==> config.mk <==
export PLATFORM = sky130hd
export DESIGN_NAME = regfile_dump_reader
export DESIGN_NICKNAME = d
export VERILOG_FILES = /design/src/rtl/regfile_dump_reader.sv
export SDC_FILE = /design/constraint.sdc
export NUM_CORES = 1
export LEC_CHECK = 0
export ABC_AREA = 1
export CORE_MARGIN = 2
export CORE_UTILIZATION = 38
export CTS_CLUSTER_SIZE = 30
export DETAILED_ROUTE_END_ITERATION = 8
export PLACE_DENSITY = 0.87
export REMOVE_ABC_BUFFERS = 1
export SETUP_SLACK_MARGIN = 0.5
export SYNTH_ARGS = -nofsm -noshare
export SYNTH_HDL_FRONTEND = slang
export SYNTH_SLANG_ARGS = --single-unit
export TNS_END_PERCENT = 30
==> constraint.sdc <==
create_clock -name clk -period 1.5 [get_ports clk]
set_input_delay 0.225 -clock clk [delete_from_list [all_inputs] [get_ports clk]]
set_output_delay 0.225 -clock clk [all_outputs]
set_load 0.01 [all_outputs]
==> src/rtl/regfile_dump_reader.sv <==
// Walks a register file read port from FIRST_REG to LAST_REG and streams
// each (address, data) word out over a valid/ready handshake.
module regfile_dump_reader #(
  parameter int ADDR_W    = 5,
  parameter int DATA_W    = 32,
  parameter int FIRST_REG = 0,
  parameter int LAST_REG  = 31
) (
  input  logic              clk,
  input  logic              rst_n,
  input  logic              start,
  input  logic              abort,
  output logic [ADDR_W-1:0] ra,
  input  logic [DATA_W-1:0] rd,
  output logic              out_valid,
  input  logic              out_ready,
  output logic [ADDR_W-1:0] out_addr,
  output logic [DATA_W-1:0] out_data,
  output logic              busy,
  output logic              done
);

  localparam logic [ADDR_W-1:0] FIRST_A = ADDR_W'(FIRST_REG);
  localparam logic [ADDR_W-1:0] LAST_A  = ADDR_W'(LAST_REG);

  typedef enum logic [1:0] {
    IDLE,
    READ,
    SEND
  } state_t;

  state_t state;

  always_ff @(posedge clk or negedge rst_n) begin
    if (!rst_n) begin
      state     <= IDLE;
      ra        <= '0;
      out_addr  <= '0;
      out_data  <= '0;
      out_valid <= 1'b0;
      busy      <= 1'b0;
      done      <= 1'b0;
    end else begin
      done <= 1'b0;
      if (abort) begin
        // RA is left where it was; only the stream is cancelled
        state     <= IDLE;
        out_valid <= 1'b0;
        busy      <= 1'b0;
      end else begin
        unique case (state)
          IDLE: begin
            if (start) begin
              ra    <= FIRST_A;
              busy  <= 1'b1;
              state <= READ;
            end
          end
          READ: begin
            out_data  <= rd;
            out_addr  <= ra;
            out_valid <= 1'b1;
            state     <= SEND;
          end
          SEND: begin
            if (out_valid && out_ready) begin
              out_valid <= 1'b0;
              if (ra == LAST_A) begin
                done  <= 1'b1;
                busy  <= 1'b0;
                state <= IDLE;
              end else begin
                ra    <= ra + ADDR_W'(1);
                state <= READ;
              end
            end
          end
          default: begin
            state     <= IDLE;
            out_valid <= 1'b0;
            busy      <= 1'b0;
          end
        endcase
      end
    end
  end

endmodule

==> results by group, run 1 <==
Run status
  • Outcome: finished with violations
  • Failing checks: setup timing

Clock network
  • CTS tree: yes
  • Cts bufs inserted: 5
  • Root Buffer: clkbuf_8
  • Clk Latency, worst-skew pair: 0.29 ns
  • H-tree Lvls: 2
  • Clock transition at path regs: 0.09 ns
  • Clock Path Buffers: 2
  • CTS sink count: 47

Worst setup path
  • CP Class: reg2reg
  • Worst Setup EP: ra[1]$_DFFE_PN0P_
  • Crit-path cells: ha_2, nand2_2, nor2_2, ha_2, nand2_2, nand2_2, nor2_4, inv_4, nand2_2, nand2_2
  • Worst reg-to-reg path cell count: 10
  • Crit path DAT: 1.74 ns
  • Worst stage delay on the critical path: 0.40 ns
  • Worst Path Buf+Inv: 1
  • Critical Path Start: ra[1]$_DFFE_PN0P_
  • Path length in cells of the critical path: 10
  • Worst setup EP type: register
  • Critical Path Source Type: register
  • Largest delay share family, worst path: simple AND/OR/NAND/NOR gates
  • R2r setup slk: -0.05 ns
  • Reg2reg end: ra[1]$_DFFE_PN0P_
  • Cell mode on critical path: nand2_2
  • RR Startpoint: ra[1]$_DFFE_PN0P_
  • Slowest cell on crit path: dfrtp_1
  • CP max FO: 7
  • Req. time, crit path: 1.69 ns

Timing
  • Skew final: 0.00583 ns
  • Max Clk Rate: 647 MHz
  • RSZ-0062 raised after global routing: yes
  • Final Slew Violations: 0
  • # setup viols final: 5
  • Worst Slack Setup Final: -0.0454 ns
  • Min Tclk post-route: 1.55 ns
  • Final hold violations: 0
  • Fin crit share: 1.03
  • Slew Limit Headroom: 0.826
  • WHS: 0.310 ns
  • Slew at the pin closest to its max-slew limit: 0.259 ns

GRT
  • Pin count of the biggest net entering global routing: 48
  • First-pass GRT wire length: 7.38 mm
  • Vias in the first global route: 1637
  • Initial antenna violation count: 0
  • GR Overflow Total: 0
  • Global Route Usage Sum: 0.169

Route
  • Vias per Instance: 4.49
  • DRC: 0
  • Pre-antenna DRT Iters: 4
  • Routed WL per cell: 12.1 µm
  • DR iter-0 viols: 115
  • Final WL: 5.01 mm
  • Final ANT Viol Nets: 0
  • Vias: 1857

Floorplanning
  • FP Rows: 26
  • Chip width: 75.8 µm
  • Chip height: 75.8 µm
  • Initial core utilization: 0.389
  • Num ports: 82
  • Core ar.: 5040 µm²
  • Die area: 5750 µm²

Synthesis
  • Fraction of the mapped netlist area in simple logic gates: 0.327
  • Cell area after synthesis: 1960 µm²
  • Synth Area in Compound Gates: 0.00766
  • Warnings from Yosys: 0
  • Mapped Cells: 233
  • Largest family of logic cells by synthesized area: simple AND/OR/NAND/NOR gates
  • Synth area leader: dfrtp_1
  • Mux share of post-synthesis cell area: 0
  • Syn Area/Cell: 8.41 µm²
  • Area contributors post-synth: dfrtp_1, nand2_1, buf_6
  • Top-area cell type share of the netlist area: 0.600
  • Seq/Total Area, Yosys: 0.600
  • Unique masters post-synth: 17
  • Adder-cell share of the synthesized area: 0.0128
  • Flops & latches, synth: 47
  • Post-Synth XOR/XNOR Area: 0

Power and ir drop
  • Maximum vdd drop: 0.485 mV
  • P_leak: 1.67 nW
  • Pwr Density: 1500 nW/µm²

Placement
  • I/O Buffers: 81
  • RePlAce Congestion: 0.770
  • Final HPWL DP: 3.40 mm

Final layout
  • Final Util: 0.600
  • Synthesis-to-finish area growth: 54.5%
  • Nets: 382
  • Ant. Diodes: 0
  • Proportion of layout cells with a drive suffix above 1: 0.299

Hold path
  • Worst Hold Class: in2reg

Job
  • Max Cap Violations: 0
## cells in the final DEF (no fill, tap or decap), types with 4 or more instances in the layout
master	count
nand3_1	4
clkbuf_8	5
buf_2	35
clkdlybuf4s50_1	34
nand2_2	10
inv_1	7
buf_6	14
buf_4	23
dfrtp_1	46
nand2_1	131
nor2_1	11
## worst min path at each step
stage / from / endpoint / slack (ns) / depth (start not counted)
3_5_place_dp: rst_n / out_data[0]$_DFFE_PN0P_ / 0.23 / 2
3_3_place_gp: rst_n / out_valid$_DFFE_PN0P_ / 0.22 / 2
2_1_floorplan: rst_n / busy$_DFFE_PN0P_ / -0.07 / 0
6_report: abort / done$_DFF_PN0_ / 0.31 / 3
5_1_grt: abort / done$_DFF_PN0_ / 0.31 / 3
4_1_cts: rst_n / out_data[0]$_DFFE_PN0P_ / 0.44 / 3
## Yosys cell counts (all sizes together)
cell type	instances
buf	8
dfrtp	47
ha	2
inv	10
nand2	141
nand3	4
nand4	1
nor2	15
nor3b	1
nor4	1
o21ai	3
## flip-flops by register name (all words and copies together) (netlist names)
signal and flops:
out_data 32, out_addr 5, ra 5, state 2
busy 1, done 1, out_valid 1
## layer usage
metal  wire length, µm  vias to the layer above  track usage
met1              2050                      873        0.197
li1                  -                      924            -
met3               239                       11       0.0331
met4                76                        0       0.0565
met5                 0                        -            0
met2              2650                       49        0.309
## kinds of logic after synthesis
logic type / Yosys count
fa+ha+maj: 2
buf+inv: 18
compound gates: 3
simple gates: 163
flops: 47
## worst register-to-register path, cell delays in order, from the launching register on
cell and delay (ns):
dfrtp_1 0.40, ha_2 0.20, nand2_2 0.08, nor2_2 0.04
ha_2 0.19, nand2_2 0.06, nand2_2 0.06, nor2_4 0.21
inv_4 0.08, nand2_2 0.08, nand2_2 0.04
## final cells by class
cell class | instances | area [µm²]
clock buffers | 5 | 68.8
inverters | 10 | 40.0
well taps | 70 | 87.6
repair buffers | 111 | 928
flip-flops and latches | 47 | 1180
clock inverters | 3 | 15.0
multi-input cells | 168 | 711
fillers | 463 | 2010
## repair_timing
action	in CTS	in global routing
gates resized for setup	94	92
endpoints found under the setup margin	92	92
hold buffers	1	0
cloned	0	0
pin swaps	2	6
hold endpoints to repair	47	0
setup buffers	10	9
## where the power goes
group,leakage (nW),total (mW),switching (mW),internal [mW]
Clock,0.0477,0.725,0.406,0.319
Sequential,0.603,1.99,0.253,1.73
Combinational,1.02,1.83,0.907,0.922
Total,1.67,4.54,1.57,2.97
## stage by stage
stage / setup slack, ns / power [mW] / instances / area [µm²] / setup TNS (ns)
floorplan: -0.709 / 2.70 / 225 / 1890 / -26.30
global placement: 0.0373 / 3.89 / 386 / 2900 / 0
detailed placement: -0.0675 / 3.97 / 386 / 2900 / -0.326
CTS: 0.0281 / 4.62 / 405 / 3030 / 0
global route: -0.126 / 4.85 / 414 / 3030 / -0.630
finish: -0.0454 / 4.54 / 414 / 3030 / -0.161
Note: power is estimated with default switching activity, not from simulation.
==> inputs of run 2 (changes only) <==
--- a/config.mk
+++ b/config.mk
@@ -6,11 +6,13 @@
 export NUM_CORES = 1
 export LEC_CHECK = 0
 export ABC_AREA = 1
+export CAP_MARGIN = 20
 export CORE_MARGIN = 2
-export CORE_UTILIZATION = 38
+export CORE_UTILIZATION = 44
+export CTS_BUF_LIST = sky130_fd_sc_hd__clkbuf_4
 export CTS_CLUSTER_SIZE = 30
 export DETAILED_ROUTE_END_ITERATION = 8
-export PLACE_DENSITY = 0.87
+export PLACE_DENSITY = 0.94
 export REMOVE_ABC_BUFFERS = 1
 export SETUP_SLACK_MARGIN = 0.5
 export SYNTH_ARGS = -nofsm -noshare
==> constraint.sdc (replaced) <==
create_clock -name clk -period 1.53 [get_ports clk]
set_input_delay 0.2295 -clock clk [delete_from_list [all_inputs] [get_ports clk]]
set_output_delay 0.2295 -clock clk [all_outputs]
set_load 0.01 [all_outputs]
==> run 2 against run 1 <==
Net effect:
- the run now ends clean
- final cell count is 1.4% lower
- worst setup slack better by 0.047 ns
- die area is 13% lower
- clock skew is 0.0022 ns higher
- count of clock-buffer cells in the layout is 2 higher
- global-route usage is 3.7 points higher
- hold slack worse by 0.10 ns
- sequential share of layout area is 0.90 points lower
- power is 1.7% lower
- combinational power is 5% higher
- routed wire length is 10% higher
- via count is 5.6% higher
- critical endpoint is now ra[0]$_DFFE_PN0P_
==> results by group, run 2 (synthesis results as in run 1) <==
Run status
  • Outcome: completed

Worst setup path
  • Critical Path Source Type: register
  • R2r setup slk: 0.002 ns (+0.05 ns)
  • Worst setup EP type: register
  • CP Class: reg2reg
  • Crit path DAT: 1.83 ns (+0.09 ns)
  • CP max FO: 4 (-3)
  • Req. time, crit path: 1.84 ns (+0.15 ns)

Route
  • DR iter-0 viols: 109 (-5.2%)
  • Final ANT Viol Nets: 0 (unchanged)
  • Final WL: 5.53 mm (+10%)
  • Vias per Instance: 4.81 (+7.2%)
  • Routed WL per cell: 13.6 µm (+12%)
  • DRC: 0 (unchanged)
  • Pre-antenna DRT Iters: 6 (+2)
  • Vias: 1961 (+5.6%)

Placement
  • Worst slack, placed: -0.0641 ns (+0.00339 ns)
  • Final HPWL DP: 3.52 mm (+3.6%)
  • I/O Buffers: 81 (unchanged)
  • RePlAce Congestion: 0.805 (+4.5%)

Timing
  • Slew at the pin closest to its max-slew limit: 0.327 ns (+0.0682 ns)
  • Skew final: 0.00799 ns (+0.00216 ns)
  • Min Tclk post-route: 1.53 ns (-0.0174 ns)
  • Worst Slack Setup Final: 0.00194 ns (+0.0474 ns)
  • Final hold violations: 0 (unchanged)
  • Slew Limit Headroom: 0.782 (-0.0443)
  • Final Slew Violations: 0 (unchanged)
  • Fin crit share: 0.999 (-0.0316)
  • # setup viols final: 0 (-5)
  • RSZ-0062 raised after global routing: yes
  • Max Clk Rate: 654 MHz (+1.1%)

GRT
  • GR Overflow Total: 0 (unchanged)
  • First-pass GRT wire length: 8.14 mm (+10%)
  • Global Route Usage Sum: 0.206 (+0.0372)
  • Initial antenna violation count: 0 (unchanged)
  • Pin count of the biggest net entering global routing: 37 (-23%)
  • Vias in the first global route: 1761 (+7.6%)

Floorplanning
  • Initial core utilization: 0.453 (+0.0645)
  • Num ports: 82 (unchanged)
  • Chip height: 70.7 µm (-6.7%)
  • Die area: 5000 µm² (-13%)
  • Chip width: 70.7 µm (-6.7%)
  • FP Rows: 24 (-7.7%)
  • Core ar.: 4320 µm² (-14%)

Final layout
  • Top flop regs: out_data x32, out_addr x5, ra x5
  • Most common cell after layout, fill and taps aside: nand2_1
  • Most frequent cells in the layout: nand2_1, dfrtp_1, buf_2
  • Ant. Diodes: 0 (unchanged)
  • Final Util: 0.718 (+0.117)
  • Proportion of layout cells with a drive suffix above 1: 0.337 (+0.0377)
  • Nets: 394 (+3.1%)
  • Most flops, register: out_data
  • Max reg flops: 32 (unchanged)
  • Synthesis-to-finish area growth: 58.4%

Power and ir drop
  • P_leak: 1.72 nW (+3.1%)
  • Maximum vdd drop: 0.648 mV (+33%)
  • Pwr Density: 1440 nW/µm² (-4.1%)

Clock network
  • H-tree Lvls: 2 (unchanged)
  • Cts bufs inserted: 5 (unchanged)
  • Clock Path Buffers: 2 (unchanged)
  • Root Buffer: clkbuf_4
  • CTS tree: yes
  • Clock transition at path regs: 0.13 ns (+0.04 ns)
  • CTS sink count: 47 (unchanged)
  • Clk Latency, worst-skew pair: 0.35 ns (+0.06 ns)

Job
  • Max Cap Violations: 0 (unchanged)

Hold path
  • Worst Hold Class: in2reg
## run 2: cell types whose count changed in the layout (fill, tap and decap cells not counted), sizes merged
cell and change:
clkinv -2, buf +10, clkbuf +4
## run 2: worst paths after layout
kind	depth (start not counted)	end	from
worst min-delay path	3	done$_DFF_PN0_	abort
min in group asynchronous	2	done$_DFF_PN0_	rst_n
worst max-delay path	10	ra[0]$_DFFE_PN0P_	ra[1]$_DFFE_PN0P_
worst max register to register	10	ra[0]$_DFFE_PN0P_	ra[1]$_DFFE_PN0P_
worst min register to register	2	out_data[22]$_DFFE_PN0P_	out_data[22]$_DFFE_PN0P_
max in group asynchronous	3	ra[2]$_DFFE_PN0P_	rst_n
## run 2: cell type report
cell class,count,area (µm²)
Clock inverter,1,5.00
Fill cell,338,1220
Clock buffer,7,52.6
Sequential cell,47,1180
Timing Repair Buffer,123,1020
Multi-Input combinational cell,168,738
Inverter,10,42.5
Tap cell,52,65.1
## run 2: metrics by stage
step / power [mW] / TNS [ns] / cells / cell area (µm²) / hold WS (ns)
6_report: 4.46 / 0 / 408 / 3100 / 0.208
3_3_place_gp: 3.81 / 0 / 369 / 2860 / 0.191
5_1_grt: 4.75 / -0.436 / 408 / 3100 / 0.194
2_1_floorplan: 2.65 / -24.95 / 225 / 1890 / -0.0661
3_5_place_dp: 3.90 / -1.25 / 369 / 2860 / 0.195
4_1_cts: 4.22 / 0 / 390 / 2930 / 0.337
## run 2: layer usage
layer	track usage	vias up	share of wire
met4	0.0776	0	0.021
met2	0.363	71	0.54
met5	0	-	0
li1	-	948	-
met3	0.0456	14	0.053
met1	0.248	928	0.39
## run 2: timing repair
item                                   4_1_cts  5_1_grt
buffers inserted                            12       17
pin swaps                                    7       10
hold buffers                                 1        0
endpoints found under the hold margin       18        0
resized for setup                          119      105
setup endpoints to repair                   92      111
gates cloned                                 0        1
## run 2: critical path, stage by stage (launching register included)
cell	delay, ns
dfrtp_1	0.42
ha_2	0.19
nand2_2	0.09
nor2_4	0.05
ha_4	0.16
nand2_2	0.06
nand2_2	0.07
nor2_4	0.19
buf_6	0.14
nand2_1	0.04
nand2_1	0.06
## run 2: power breakdown
part           switching, mW  leakage (nW)  internal (mW)
clock                  0.381        0.0361          0.215
sequential             0.251         0.601           1.69
combinational          0.946          1.08          0.975
==> inputs of run 3 (changes only) <==
--- a/config.mk
+++ b/config.mk
@@ -5,7 +5,6 @@
 export SDC_FILE = /design/constraint.sdc
 export NUM_CORES = 1
 export LEC_CHECK = 0
-export ABC_AREA = 1
 export CAP_MARGIN = 20
 export CORE_MARGIN = 2
 export CORE_UTILIZATION = 44
==> run 3 against run 2 <==
Net effect:
- the run now ends with setup timing left
- flip-flop and latch count is the same
- die area shrank 0.85%
- combinational power shrank 40%
- cell area grew 6.1%
- power shrank 16%
- non-clock buffer count shrank 8
- clock skew grew 0.0033 ns
- core utilization grew 4.9 points
- final cell count shrank 25%
- critical path depth shrank 3
==> results by group, run 3 <==
Timing
  • Skew final: 0.0112 ns (+0.00326 ns)
  • RSZ-0062 raised after global routing: yes
  • Slew at the pin closest to its max-slew limit: 0.645 ns (+0.318 ns)
  • Min Tclk post-route: 1.65 ns (+0.125 ns)
  • Max Clk Rate: 605 MHz (-7.6%)
  • Slew Limit Headroom: 0.565 (-0.216)
  • Worst Slack Setup Final: -0.123 ns (-0.125 ns)
  • Fin crit share: 1.08 (+0.0816)
  • # setup viols final: 7 (+7)
  • Final hold violations: 0 (unchanged)
  • Final Slew Violations: 0 (unchanged)

Route
  • Vias per Instance: 5.21 (+8.5%)
  • Met2 wire length: 2.85 mm (-3.9%)
  • DR iter-0 viols: 100 (-8.3%)
  • Routed WL per cell: 18.1 µm (+33%)
  • WL met1: 2.29 mm (+6.2%)
  • Routed wl met3: 325 µm (+11%)
  • Final WL: 5.56 mm (+0.63%)
  • Final ANT Viol Nets: 0 (unchanged)
  • DRC: 0 (unchanged)
  • Pre-antenna DRT Iters: 6 (unchanged)
  • Vias: 1606 (-18%)
  • Top layer in use: met4

Power and ir drop
  • Total power draw: 3.75 mW (-16%)
  • P_leak: 1.57 nW (-8.6%)
  • Comb pwr share: 0.310 (-0.120)
  • Flop pwr share: 0.442 (+0.006)
  • Psw: 1.03 mW (-35%)
  • Maximum vdd drop: 0.799 mV (+23%)
  • Clock network power share: 0.248 (+0.114)
  • Pwr Density: 1140 nW/µm² (-21%)
  • P_int: 2.73 mW (-5.5%)
  • Sw frac: 0.273 (-0.0804)

Worst setup path
  • Worst setup EP type: register
  • Crit path DAT: 1.91 ns (+0.08 ns)
  • CP max FO: 5 (+1)
  • R2r setup slk: -0.12 ns (-0.12 ns)
  • Critical Path Start: ra[0]$_DFFE_PN0P_
  • Worst reg-to-reg path cell count: 7 (-3)
  • Req. time, crit path: 1.78 ns (-0.06 ns)
  • Critical Path Source Type: register
  • Worst Setup EP: ra[3]$_DFFE_PN0P_
  • RR Startpoint: ra[0]$_DFFE_PN0P_
  • CP Class: reg2reg
  • Reg2reg end: ra[3]$_DFFE_PN0P_

GRT
  • Global Route Usage Sum: 0.202 (-0.00408)
  • GR Overflow Total: 0 (unchanged)
  • Initial antenna violation count: 0 (unchanged)
  • Vias in the first global route: 1620 (-8.0%)
  • Pin count of the biggest net entering global routing: 22 (-41%)
  • First-pass GRT wire length: 7.81 mm (-4.0%)

Clock network
  • Clock transition at path regs: 0.15 ns (+0.02 ns)
  • Clk Latency, worst-skew pair: 0.37 ns (+0.02 ns)
  • H-tree Lvls: 2 (unchanged)
  • CTS tree: yes
  • Root Buffer: clkbuf_4
  • Cts bufs inserted: 5 (unchanged)
  • CTS sink count: 47 (unchanged)
  • Clock Path Buffers: 2 (unchanged)

Synthesis
  • EDFF count, synth: 0 (unchanged)
  • Warnings from Yosys: 0 (unchanged)
  • Commonest cells in the netlist: dfrtp_1, mux2_1, nand3_1
  • Post-synth ARST share: 1.00 (unchanged)
  • Cell area after synthesis: 1940 µm² (-0.89%)
  • Most numerous cell in the Yosys netlist: dfrtp_1
  • Top-area cell type share of the netlist area: 0.606 (+0.00541)
  • Flops & latches, synth: 47 (unchanged)
  • Syn Area/Cell: 14.0 µm² (+66%)
  • Unique masters post-synth: 26 (+9)
  • Seq/Total Area, Yosys: 0.606 (+0.00541)
  • Ys flop type: dfrtp_1
  • Mapped Cells: 139 (-40%)
  • Area contributors post-synth: dfrtp_1, mux2_1, mux2_2
  • Synth area leader: dfrtp_1

Final layout
  • Max reg flops: 32 (unchanged)
  • Fin cells: 308 (-25%)
  • Nets: 294 (-25%)
  • Ant. Diodes: 0 (unchanged)
  • Final Cell Area: 3290 µm² (+6.1%)
  • Synthesis-to-finish area growth: 69.6%
  • Most common cell after layout, fill and taps aside: dfrtp_1
  • Most frequent cells in the layout: dfrtp_1, mux2_4, clkdlybuf4s50_1, buf_2
  • Filler instances: 281 (-17%)
  • Most flops, register: out_data
  • Top flop regs: out_data x32, out_addr x5, ra x5
  • Proportion of layout cells with a drive suffix above 1: 0.535 (+0.198)
  • Final Util: 0.767 (+0.0493)

Placement
  • Worst slack, placed: -0.214 ns (-0.150 ns)
  • Placed cells: 281 (-24%)
  • DP Area: 2920 µm² (+2.0%)
  • RePlAce Congestion: 0.910 (+13%)
  • I/O Buffers: 81 (unchanged)
  • Final HPWL DP: 3.32 mm (-5.7%)

Floorplanning
  • Die area: 4960 µm² (-0.85%)
  • Chip width: 70.4 µm (-0.42%)
  • FP Rows: 24 (unchanged)
  • Core ar.: 4290 µm² (-0.69%)
  • Num ports: 82 (unchanged)
  • Initial core utilization: 0.452 (-0.000911)
  • Chip height: 70.4 µm (-0.42%)

Job
  • Max Cap Violations: 0 (unchanged)

Run status
  • Outcome: finished with violations
  • Failing checks: setup timing

Hold path
  • Worst Hold Class: in2async
[run 3: cell count changes in the layout (fill, tap and decap cells not counted), moves of 4 or more]
cell | previous run | this run
a21oi_1 | 0 | 4
buf_4 | 29 | 18
inv_1 | 6 | 1
mux2_4 | 0 | 37
nand2_1 | 128 | 7
nand2_2 | 13 | 0
nor2_1 | 11 | 2
[run 3: worst max-delay path, stage by stage, from the launching register on]
cell and delay (ns):
dfrtp_1 0.43, ha_2 0.18, and3_4 0.18, ha_4 0.15, and3b_2 0.28, nand4_1 0.13, nand3_1 0.10, o211ai_1 0.09
[run 3: worst min-delay path by stage]
stage | slack [ns] | cells after the start | end
after floorplan | -0.07 | 0 | busy$_DFFE_PN0P_
after global placement | 0.21 | 1 | out_addr[4]$_DFFE_PN0P_
after detailed placement | 0.22 | 1 | out_addr[4]$_DFFE_PN0P_
after CTS | 0.33 | 2 | out_data[0]$_DFFE_PN0P_
after global routing | 0.36 | 2 | out_data[13]$_DFFE_PN0P_
final | 0.32 | 2 | out_data[13]$_DFFE_PN0P_
[run 3: power by group through the flow]
| stage | logic, mW | clock network [mW] | registers (mW) |
|---|---|---|---|
| finish | 1.16 | 0.929 | 1.66 |
| global route | 1.24 | 0.988 | 1.69 |
| CTS | 0.896 | 0.936 | 1.63 |
| detailed placement | 1.11 | 0 | 1.66 |
| global placement | 1.09 | 0 | 1.64 |
| floorplan | 0.236 | 0 | 1.79 |
[run 3: what timing repair did]
item,CTS,global route
gates resized for setup,202,45
pin swaps,9,3
hold buffers,1,0
gates cloned,0,5
endpoints found under the setup margin,90,91
buffers inserted,11,2
hold endpoints to repair,19,0
[run 3: cell families (layout without fill, tap and decap cells)]
family | count (synthesis) | after routing | synth area share
compound gates | 13 | 13 | 0.0393
fa+ha+maj | 2 | 2 | 0.0129
buf+inv | 7 | 124 | 0.0258
flops | 47 | 47 | 0.606
mux | 37 | 37 | 0.215
simple gates | 33 | 33 | 0.102
[run 3: area by class of cell]
cell class,count,area [µm²],area share
multi-input combinational,85,900,0.273
clock buffer,5,37.5,0.0114
timing repair buffer,115,1040,0.316
clock inverter,3,67.6,0.0205
tap,52,65.1,0.0198
sequential,47,1180,0.358
inverter,1,3.75,0.00114
[run 3: stage by stage]
| stage | hold slack [ns] | setup TNS (ns) |
|---|---|---|
| after floorplan | -0.0661 | -3.07 |
| after global placement | 0.212 | -3.53 |
| after detailed placement | 0.223 | -5.00 |
| after CTS | 0.335 | -0.329 |
| after global routing | 0.358 | -0.986 |
| final | 0.319 | -0.525 |
[run 3: layer usage]
metal,GRT usage,vias to the layer above
met1,0.256,807
met5,0,-
met2,0.336,66
li1,-,722
met3,0.0433,11
met4,0.0833,0
